==> config.mk <==
export PLATFORM = sky130hd
export DESIGN_NAME = cache_miss_ctrl
export DESIGN_NICKNAME = d
export VERILOG_FILES = /design/src/rtl/cache_miss_ctrl.sv
export SDC_FILE = /design/constraint.sdc
export NUM_CORES = 1
export LEC_CHECK = 0
export ABC_AREA = 1
export ABC_CLOCK_PERIOD_IN_PS = 1900
export BUFFER_PORTS_ARGS = -buffer_cell sky130_fd_sc_hd__buf_2
export CORE_MARGIN = 10
export CORE_UTILIZATION = 43
export CTS_CLUSTER_SIZE = 10
export DETAILED_ROUTE_END_ITERATION = 8
export PLACE_DENSITY = 0.76
export SLEW_MARGIN = 40
export SYNTH_ARGS = -nofsm -noshare
export SYNTH_HDL_FRONTEND = slang
export SYNTH_SLANG_ARGS = --single-unit
==> constraint.sdc <==
create_clock -name clk -period 1.9 [get_ports clk]
set_input_delay 0.38 -clock clk [delete_from_list [all_inputs] [get_ports clk]]
set_output_delay 0.38 -clock clk [all_outputs]
set_load 0.005 [all_outputs]
==> src/rtl/cache_miss_ctrl.sv <==
// cache_miss_ctrl: miss sequencer for the cache: optional victim write-back, line refill, then a refresh pulse.
// Define CACHE_MISS_WB_OVERLAP_EN to run the refill read in parallel with the victim write-back.
module cache_miss_ctrl #(
    parameter int LINE_WORDS = 8,
    parameter int IDX_W      = 3
) (
    input  logic             clk,
    input  logic             rst,
    input  logic             miss,
    input  logic             write_back,
    input  logic [31:0]      raddr,
    input  logic [31:0]      waddr,
    output logic             rd_req,
    output logic [31:0]      rd_addr,
    output logic [3:0]       rd_len,
    input  logic             rd_addr_ok,
    input  logic             rd_valid,
    input  logic [31:0]      rd_data,
    output logic             wr_req,
    output logic [31:0]      wr_addr,
    input  logic             wr_addr_ok,
    input  logic             wr_beat_ok,
    output logic [IDX_W-1:0] wr_idx,
    output logic             wr_last,
    input  logic             wr_done,
    output logic             refill_we,
    output logic [IDX_W-1:0] refill_idx,
    output logic [31:0]      refill_wdata,
    output logic             refresh,
    output logic             busy
);
    // state   | meaning
    // IDLE    | waiting for a miss; addresses latched on exit
    // WB_ADDR | victim write address request
    // WB_DATA | victim beats, wr_idx = beat counter
    // WB_RESP | waiting for the write response
    // RD_ADDR | refill read address request
    // RD_DATA | refill beats written into the data array
    // REFRESH | one-cycle tag/LRU install pulse
    // SETTLE  | miss ignored while the new tag becomes visible
    typedef enum logic [2:0] {
        IDLE, WB_ADDR, WB_DATA, WB_RESP, RD_ADDR, RD_DATA, REFRESH, SETTLE
    } state_t;

    localparam logic [IDX_W-1:0] LAST_IDX = IDX_W'(LINE_WORDS - 1);
    localparam logic [3:0]       BURST_LEN = 4'(LINE_WORDS - 1);

    state_t           state, state_nxt;
    logic [31:0]      raddr_q, waddr_q;
    logic [IDX_W-1:0] wr_cnt, rd_cnt;
    logic             rd_req_c, rd_data_c, rd_last_beat;

`ifdef CACHE_MISS_WB_OVERLAP_EN
    // Read side of an overlapped dirty miss, tracked alongside the write-back states.
    typedef enum logic [1:0] {OV_IDLE, OV_ADDR, OV_DATA, OV_DONE} ov_t;
    ov_t  ov_rd, ov_rd_nxt;
    logic wr_done_seen, rd_fill_done;

    always_comb begin
        ov_rd_nxt = ov_rd;
        case (ov_rd)
            OV_IDLE: if (state == WB_ADDR && wr_addr_ok) ov_rd_nxt = OV_ADDR;
            OV_ADDR: if (rd_addr_ok) ov_rd_nxt = OV_DATA;
            OV_DATA: if (rd_valid && rd_cnt == LAST_IDX) ov_rd_nxt = OV_DONE;
            default: ov_rd_nxt = ov_rd;
        endcase
        if (state == IDLE) ov_rd_nxt = OV_IDLE;
    end

    always_ff @(posedge clk) begin
        if (rst) begin
            ov_rd        <= OV_IDLE;
            wr_done_seen <= 1'b0;
        end else begin
            ov_rd <= ov_rd_nxt;
            if (state == IDLE)
                wr_done_seen <= 1'b0;
            else if (state == WB_RESP && wr_done)
                wr_done_seen <= 1'b1;
        end
    end

    assign rd_req_c     = (state == RD_ADDR) || (ov_rd == OV_ADDR);
    assign rd_data_c    = (state == RD_DATA) || (ov_rd == OV_DATA);
    assign rd_fill_done = (ov_rd == OV_DONE) || ((ov_rd == OV_DATA) && rd_last_beat);
`else
    assign rd_req_c  = (state == RD_ADDR);
    assign rd_data_c = (state == RD_DATA);
`endif

    assign rd_last_beat = rd_data_c && rd_valid && (rd_cnt == LAST_IDX);

    always_ff @(posedge clk) begin
        if (rst) state <= IDLE;
        else     state <= state_nxt;
    end

    always_comb begin
        state_nxt = state;
        case (state)
            IDLE:    if (miss) state_nxt = write_back ? WB_ADDR : RD_ADDR;
            WB_ADDR: if (wr_addr_ok) state_nxt = WB_DATA;
            WB_DATA: if (wr_beat_ok && wr_cnt == LAST_IDX) state_nxt = WB_RESP;
`ifdef CACHE_MISS_WB_OVERLAP_EN
            WB_RESP: if ((wr_done || wr_done_seen) && rd_fill_done) state_nxt = REFRESH;
`else
            WB_RESP: if (wr_done) state_nxt = RD_ADDR;
`endif
            RD_ADDR: if (rd_addr_ok) state_nxt = RD_DATA;
            RD_DATA: if (rd_last_beat) state_nxt = REFRESH;
            REFRESH: state_nxt = SETTLE;
            SETTLE:  state_nxt = IDLE;
            default: state_nxt = IDLE;
        endcase
    end

    always_ff @(posedge clk) begin
        if (rst) begin
            raddr_q <= '0;
            waddr_q <= '0;
            wr_cnt  <= '0;
            rd_cnt  <= '0;
        end else begin
            if (state == IDLE && miss) begin
                raddr_q <= raddr;
                waddr_q <= waddr;
            end
            if (state == IDLE || (state == WB_ADDR && wr_addr_ok))
                wr_cnt <= '0;
            else if (state == WB_DATA && wr_beat_ok)
                wr_cnt <= wr_cnt + 1'b1;
            if (state == IDLE || (rd_req_c && rd_addr_ok))
                rd_cnt <= '0;
            else if (rd_data_c && rd_valid)
                rd_cnt <= rd_cnt + 1'b1;
        end
    end

    always_comb begin
        rd_req       = rd_req_c;
        rd_addr      = rd_req_c ? raddr_q : '0;
        rd_len       = BURST_LEN;
        wr_req       = (state == WB_ADDR);
        wr_addr      = (state == WB_ADDR) ? waddr_q : '0;
        wr_idx       = wr_cnt;
        wr_last      = (state == WB_DATA) && (wr_cnt == LAST_IDX);
        refill_we    = rd_data_c && rd_valid;
        refill_idx   = rd_cnt;
        refill_wdata = (rd_data_c && rd_valid) ? rd_data : '0;
        refresh      = (state == REFRESH);
        busy         = (state != IDLE);
    end
endmodule

Word-level counts from Yosys, hierarchy flattened --
Index checks and enable logic that the tools add are counted.
Cells by class: add/sub/neg operators 2, $mul 0, divide/modulo/power cells 0, $lt $le $gt $ge 0, equal/unequal tests 15, shift-type cells 0, mux-type cells 11, bitwise operators 0, reduce and logical (&&, ||, !) cells 15
Operators by type and width (number):
- $mux W32 | 3
- $pmux W3 S8 | 1
- $mux W3 | 7
- $eq A3 B3 Y1 const B | 6
- $logic_and A1 B1 Y1 | 8
- $ne A2 B2 Y1 const B | 4
- $add A3 B1 Y3 const B | 2
- $eq A3 B2 Y1 const B | 2
- $reduce_and A6 Y1 | 1
- $ne A2 B1 Y1 const B | 2
- $reduce_or A2 Y1 | 2
- $eq A3 B1 Y1 const B | 1
- $logic_not A3 Y1 | 1
- $reduce_bool A3 Y1 | 1
- $logic_or A1 B1 Y1 | 2
Word-level totals: bits in registers 73, latch bits 0, memory bits (writable) 0, ROM bits 0, input bits 105, output and inout bits 112, word-level logic and storage cells 48, memories kept 0

Logic depth before layout (Yosys ltp) --
Gate-level depths: netlist (run 1).
depth in word-level cells 5, gate-level depth with buffers 11, gate-level depth less buffers 11

Least setup slack after synthesis (run 1) --
OpenSTA, ideal clock, no wires.
path type register -> output, start reg state[1], end out refill_wdata[10], arrival time 1139 ps, required time 1520 ps, setup slack 381 ps, stages on the path, launching flop included 8, buffers on the path 1, cells stage by stage dfxtp_1 > inv_1 > ha_1 > nand2_1 > inv_1 > nand2_2 > buf_2 > nor2_1
Between the ends: longest elaborated chain between the ends 3
Ends and longest elaborated chain:
- start, declared | RTL line 48 | state_t state, state_nxt;
- start signal, assigned | RTL line 95 | else state <= state_nxt;
- $eq A3 B3 Y1 | RTL line 88 | assign rd_data_c = (state == RD_DATA);
- $logic_and A1 B1 Y1 | RTL line 149 | refill_wdata = (rd_data_c && rd_valid) ? rd_data : '0;
- $mux W32 | RTL line 149
- end, declared | RTL line 28 | output logic [31:0] refill_wdata,
Every way passes these cells.

Worst setup path in the final report (run 1) --
Ends and elaborated chain as after synthesis.

==> flow_summary.yaml, run 1 <==
run_status:
  status: "finished, violations left"
  violations: "negative setup slack"
synthesis:
  synth_top_area_cell: "dfxtp_1"
  synth_common_cells: "inv_1, nor2_1, dfxtp_1"
  synth_top_area_share_pct: 40.8
  ys_seq_area_share_pct: 40.8
  syn_inst: 525
  yosys_warnings: 0
  ys.flop_type: "dfxtp_1"
  syn_area_per_cell_um2: 6.82
  ys_types: 24
  synth_area_um2: 3580
  synthArstFlopShare_pct: 0
  synth_seq_cells: 73
  synth_edf_count: 0
  synth_area_leaders: "dfxtp_1, inv_1, nor2_1, a21oi_1, o21ai_1"
  yosysMostFrequentCell: "inv_1"
drt:
  ant_nets: 0
  dr_total_vias: 3970
  drtPass1Iterations: 4
  vias_per_cell: 4.74
  wl_per_cell_um: 14.2
  drt_drc_violations_left: 0
  drtIter0Drc: 139
  routed_wl_mm: 11.9
setup_path:
  crit_path_start_kind: "flop"
  path_class: "reg -> out"
  critical_path_required_ns: 1.52
  crit_arrival_ns: 1.52
  endpoint_kind: "primary output"
  path_max_fanout: 13
flow_run:
  maxCapViolations: 0
cts:
  clk_pin_slew_ns: 0.07
  cts_buffer_depth: 2
  clk_latency_ns: 0.33
  ctsHoldBuffers: 0
  clk_root_buffer_cell: "clkbuf_8"
  cts.sinks: 73
  cts_tree: "done"
  htreeDepth: 3
  cts_buffers: 9
grt:
  antenna_found_initial: 0
  overflow: 0
  track_usage_pct: 17.8
  grt_max_degree: 37
  grt_pass1_wl_mm: 18.7
  first_global_vias: 3942
die:
  fp.dieH_um: 111
  die_w_um: 111
  coreArea_um2: 8180
  num_rows: 33
  fp.dieArea_um2: 12400
  io_pins: 217
  start_util_pct: 43.8
sta:
  period_share_pct: 100
  grt_setup_unrepaired: "yes"
  setup_slack_ns: -0.000685
  fmax_mhz: 526
  hold_violations: 0
  clock_skew_ns: 0.00824
  setup_violations: 1
  period_minus_slack_ns: 1.90
  drv_slew: 0
  holdWs_ns: 0.240
layout:
  fillers: 767
  syn2layout_area_growth_pct: 39.8
  multi_input_area_um2: 1540
  final_cells: 838
  insertedDiodeCount: 0
  seq_area_um2: 1470
  finalNetCount: 842
  drive_above_1_share_pct: 35.6
place:
  placed_cells: 818
  place.gp.congestion: 0.881
  port_buffers: 212
  hpwl_mm: 9.02
power:
  power.density_nw_per_um2: 1220
  ir_worst_vdd_mv: 0.599
  leakagePower_nw: 2.80
min_path:
  hold_class: "in -> reg"
[per-stage QoR]
step / setup WS, ns / cell area, µm² / power (W) / util (%) / TNS (ns)
5_1_grt: -0.0843 / 5010 / 0.00661 / 61.2 / -3.40
2_1_floorplan: 0.381 / 3590 / 0.00394 / - / 0
6_report: -0.000685 / 5010 / 0.00610 / 61.2 / -0.000685
4_1_cts: 0.00153 / 4920 / 0.00596 / 60.1 / 0
3_5_place_dp: 0.146 / 4650 / 0.00454 / 56.8 / 0
3_3_place_gp: 0.217 / 4650 / 0.00444 / 56.8 / 0
[placed cells by master (no fill, tap or decap), drive strengths merged]
cell | Yosys | final
buf | 24 | 222
inv | 117 | 117
nor2 | 113 | 113
dfxtp | 73 | 73
a21oi | 69 | 69
o21ai | 68 | 68
nand2 | 30 | 33
clkbuf | 11 | 13
ha | 8 | 8
conb | 2 | 4
nand3b | 3 | 3
nand3 | 3 | 3
bufinv | 0 | 2
and3 | 1 | 1
xor2 | 1 | 1
o211ai | 1 | 1
or2 | 1 | 1
clkinv | 0 | 1
[path summary, 6_finish.rpt]
kind               from          endpoint  slack (ns)  depth (start not counted)
min reg2reg  raddr_q[6]        raddr_q[6]        0.45                          2
max            state[1]  refill_wdata[10]     -0.0007                          8
max reg2reg    state[0]          state[2]        0.26                         10
min                 rst          state[0]        0.24                          2
[per-layer routing]
layer	GRT usage [%]	vias up	share of wire (%)
li1	-	2000	-
met4	5.66	0	2.3
met3	8.44	21	10
met5	0	-	0
met1	19.5	1781	42
met2	29.7	168	46
[logic make-up after synthesis]
| logic type | Yosys count | share of synthesized area (%) |
|---|---|---|
| DFF | 73 | 40.8 |
| and+or+nand+nor | 151 | 17.1 |
| AOI/OAI and AO/OA | 138 | 19.4 |
| xor gates and xnor gates | 1 | 0.245 |
| other | 2 | 0.210 |
| buffers and inverters | 152 | 19.5 |
| adders and majority gates | 8 | 2.79 |
[cell type report]
class	count	share of cell area, %
multi-input combinational	305	30.8
sequential	73	29.3
timing repair buffer	223	24.3
inverter	117	8.82
clock buffer	12	2.90
tap	105	2.62
clock inverter	3	1.30
[report_power, final]
part	total (W)	leakage (nW)	switching, W	internal, W
logic	0.00265	2.09	0.00168	0.000967
registers	0.00215	0.603	0.000176	0.00198
clock network	0.00130	0.106	0.000531	0.000768
total	0.00610	2.80	0.00239	0.00371
[what timing repair did]
action                     CTS  global route
setup endpoints to repair   99            86
resized for setup           12            10
cloned                       1             3
setup buffers                1             0
pin swaps                    1             2
[critical path, stage by stage (launching register included)]
cell       delay (ns)
dfxtp_2          0.35
inv_4            0.08
ha_4             0.14
nand2_1          0.08
inv_2            0.09
nand2_4          0.07
clkbuf_16        0.17
nor2_2           0.08
buf_2            0.13
[flip-flops by register name, summed over array words and instances, names as in the netlist]
signal	cells
refill_idx	3
wr_idx	3
state	3
waddr_q	32
raddr_q	32
Note: power is estimated with default switching activity, not from simulation.
==> run 2: changes to the inputs <==
--- a/config.mk
+++ b/config.mk
@@ -13,6 +13,7 @@
 export CTS_CLUSTER_SIZE = 10
 export DETAILED_ROUTE_END_ITERATION = 8
 export PLACE_DENSITY = 0.76
+export SETUP_SLACK_MARGIN = 0.3
 export SLEW_MARGIN = 40
 export SYNTH_ARGS = -nofsm -noshare
 export SYNTH_HDL_FRONTEND = slang
==> flow_summary.yaml, run 2 (synthesis results as in run 1) <==
drt:
  drtPass1Iterations: 4
  ant_nets: 0
  wl_per_cell_um: 16.5
  routed_wl_mm: 14.4
  drt_drc_violations_left: 0
  dr_total_vias: 4270
  drtIter0Drc: 142
  vias_per_cell: 4.91
cts:
  clk_latency_ns: 0.33
  cts.sinks: 73
  clk_pin_slew_ns: 0.07
  htreeDepth: 3
  cts_buffer_depth: 2
  clk_root_buffer_cell: "clkbuf_8"
  cts_buffers: 9
  cts_tree: "done"
die:
  fp.dieArea_um2: 12400
  coreArea_um2: 8180
  start_util_pct: 43.8
  num_rows: 33
  fp.dieH_um: 111
  io_pins: 217
  die_w_um: 111
sta:
  period_minus_slack_ns: 1.88
  period_share_pct: 98.7
  drv_slew: 0
  setup_violations: 0
  fmax_mhz: 533
  worst_slew_pin_slew_ns: 0.607
  clock_skew_ns: 0.00660
  fin_setup_tns_ns: 0
  setup_slack_ns: 0.0238
  hold_violations: 0
  grt_setup_unrepaired: "yes"
  maxSlewHeadroom_pct: 59.6
grt:
  grt_max_degree: 37
  top_usage_layer: "met2"
  first_global_vias: 4132
  antenna_found_initial: 0
  global_route.usage.met3_pct: 8.55
  grtUsageMet1_pct: 20.5
  overflow: 0
  grtUsageMet2_pct: 32.1
  track_usage_pct: 19.0
  grt_pass1_wl_mm: 19.9
layout:
  insertedDiodeCount: 0
  syn2layout_area_growth_pct: 67.5
  fillers: 639
  final_common_cell: "buf_2"
  mostFrequentLayoutCells: "buf_2, inv_1, nor2_1"
  drive_above_1_share_pct: 51.0
  final_cells: 869
  fin_area_um2: 6000
  reg.largest.list: "raddr_q x32, waddr_q x32"
  finalNetCount: 873
place:
  place_area_um2: 4650
  place.gp.congestion: 0.881
  port_buffers: 212
  hpwl_mm: 9.02
  placed_cells: 818
  pre_cts_ws_ns: 0.146
setup_path:
  crit_arrival_ns: 1.50
  critical-path-max-stage-delay_ns: 0.33
  critical_path.top_delay_family: "buffers and inverters"
  cp_slowest_cell: "dfxtp_2"
  critical_path_required_ns: 1.52
  path_max_fanout: 8
  path_class: "reg -> out"
  worst-path-buf-inv: 3
  endpoint_kind: "primary output"
  crit_path_start_kind: "flop"
  critical_path.cell_chain: "inv_2 -> ha_4 -> buf_6 -> nand2_4 -> nor2_1 -> buf_2"
power:
  power_frac_clock_pct: 17.1
  power.density_nw_per_um2: 1280
  leakagePower_nw: 3.11
  comb_power_share_pct: 54.8
  p_switching_w: 0.00311
  internal-power_w: 0.00454
  sw_frac_of_total_pct: 40.6
  pwr-share-seq_pct: 28.1
  ir_worst_vdd_mv: 0.711
  power.total_w: 0.00765
run_status:
  status: "completed"
flow_run:
  maxCapViolations: 0
min_path:
  hold_class: "in -> reg"
run 2: cell count changes in the layout (fill, tap and decap cells not counted), sizes merged:
cell    delta
nand2      +4
clkbuf     +8
buf       +19
run 2: per-stage QoR:
| stage | hold WS (ns) | utilization (%) |
|---|---|---|
| 3_5_place_dp | 0.443 | 56.8 |
| 3_3_place_gp | 0.438 | 56.8 |
| 2_1_floorplan | 0.429 | - |
| 6_report | 0.228 | 73.4 |
| 5_1_grt | 0.225 | 73.4 |
| 4_1_cts | 0.217 | 63.2 |
run 2: power by group through the flow:
stage / clock network (W) / registers (W) / logic [W]
after global placement: 0 / 0.00213 / 0.00231
after detailed placement: 0 / 0.00215 / 0.00239
after CTS: 0.00132 / 0.00215 / 0.00275
after floorplan: 0 / 0.00210 / 0.00185
final: 0.00131 / 0.00215 / 0.00420
after global routing: 0.00140 / 0.00218 / 0.00455
run 2: what timing repair did:
action / in CTS / in global routing
resized for setup: 50 / 127
setup endpoints to repair: 108 / 168
pin swaps: 5 / 6
gates cloned: 5 / 17
buffers inserted: 7 / 7
hold buffers: 0 / 0
run 2: final timing paths:
kind,end,slack (ns),startpoint,cells after the start
setup / recovery,wr_addr[4],0.02,state[1],6
hold / removal,state[0],0.23,rst,2
setup reg to reg,raddr_q[27],0.18,state[1],10
hold reg to reg,waddr_q[25],0.45,waddr_q[25],2
run 2: cell type report:
| type | count | area [µm²] | area share (%) |
|---|---|---|---|
| clock buffers | 12 | 145 | 2.42 |
| clock inverters | 3 | 65.1 | 1.08 |
| inverters | 117 | 447 | 7.45 |
| multi-input cells | 309 | 2060 | 34.3 |
| flip-flops and latches | 73 | 1470 | 24.5 |
| well taps | 105 | 131 | 2.19 |
| repair buffers | 250 | 1680 | 28.0 |
run 2: layer usage:
| layer | part of all wire [%] | vias to the layer above | wire length, µm |
|---|---|---|---|
| met3 | 8.7 | 27 | 1250 |
| met1 | 39 | 1983 | 5560 |
| met2 | 50 | 191 | 7250 |
| li1 | - | 2069 | - |
| met4 | 2.1 | 0 | 305 |
| met5 | 0 | - | 0 |
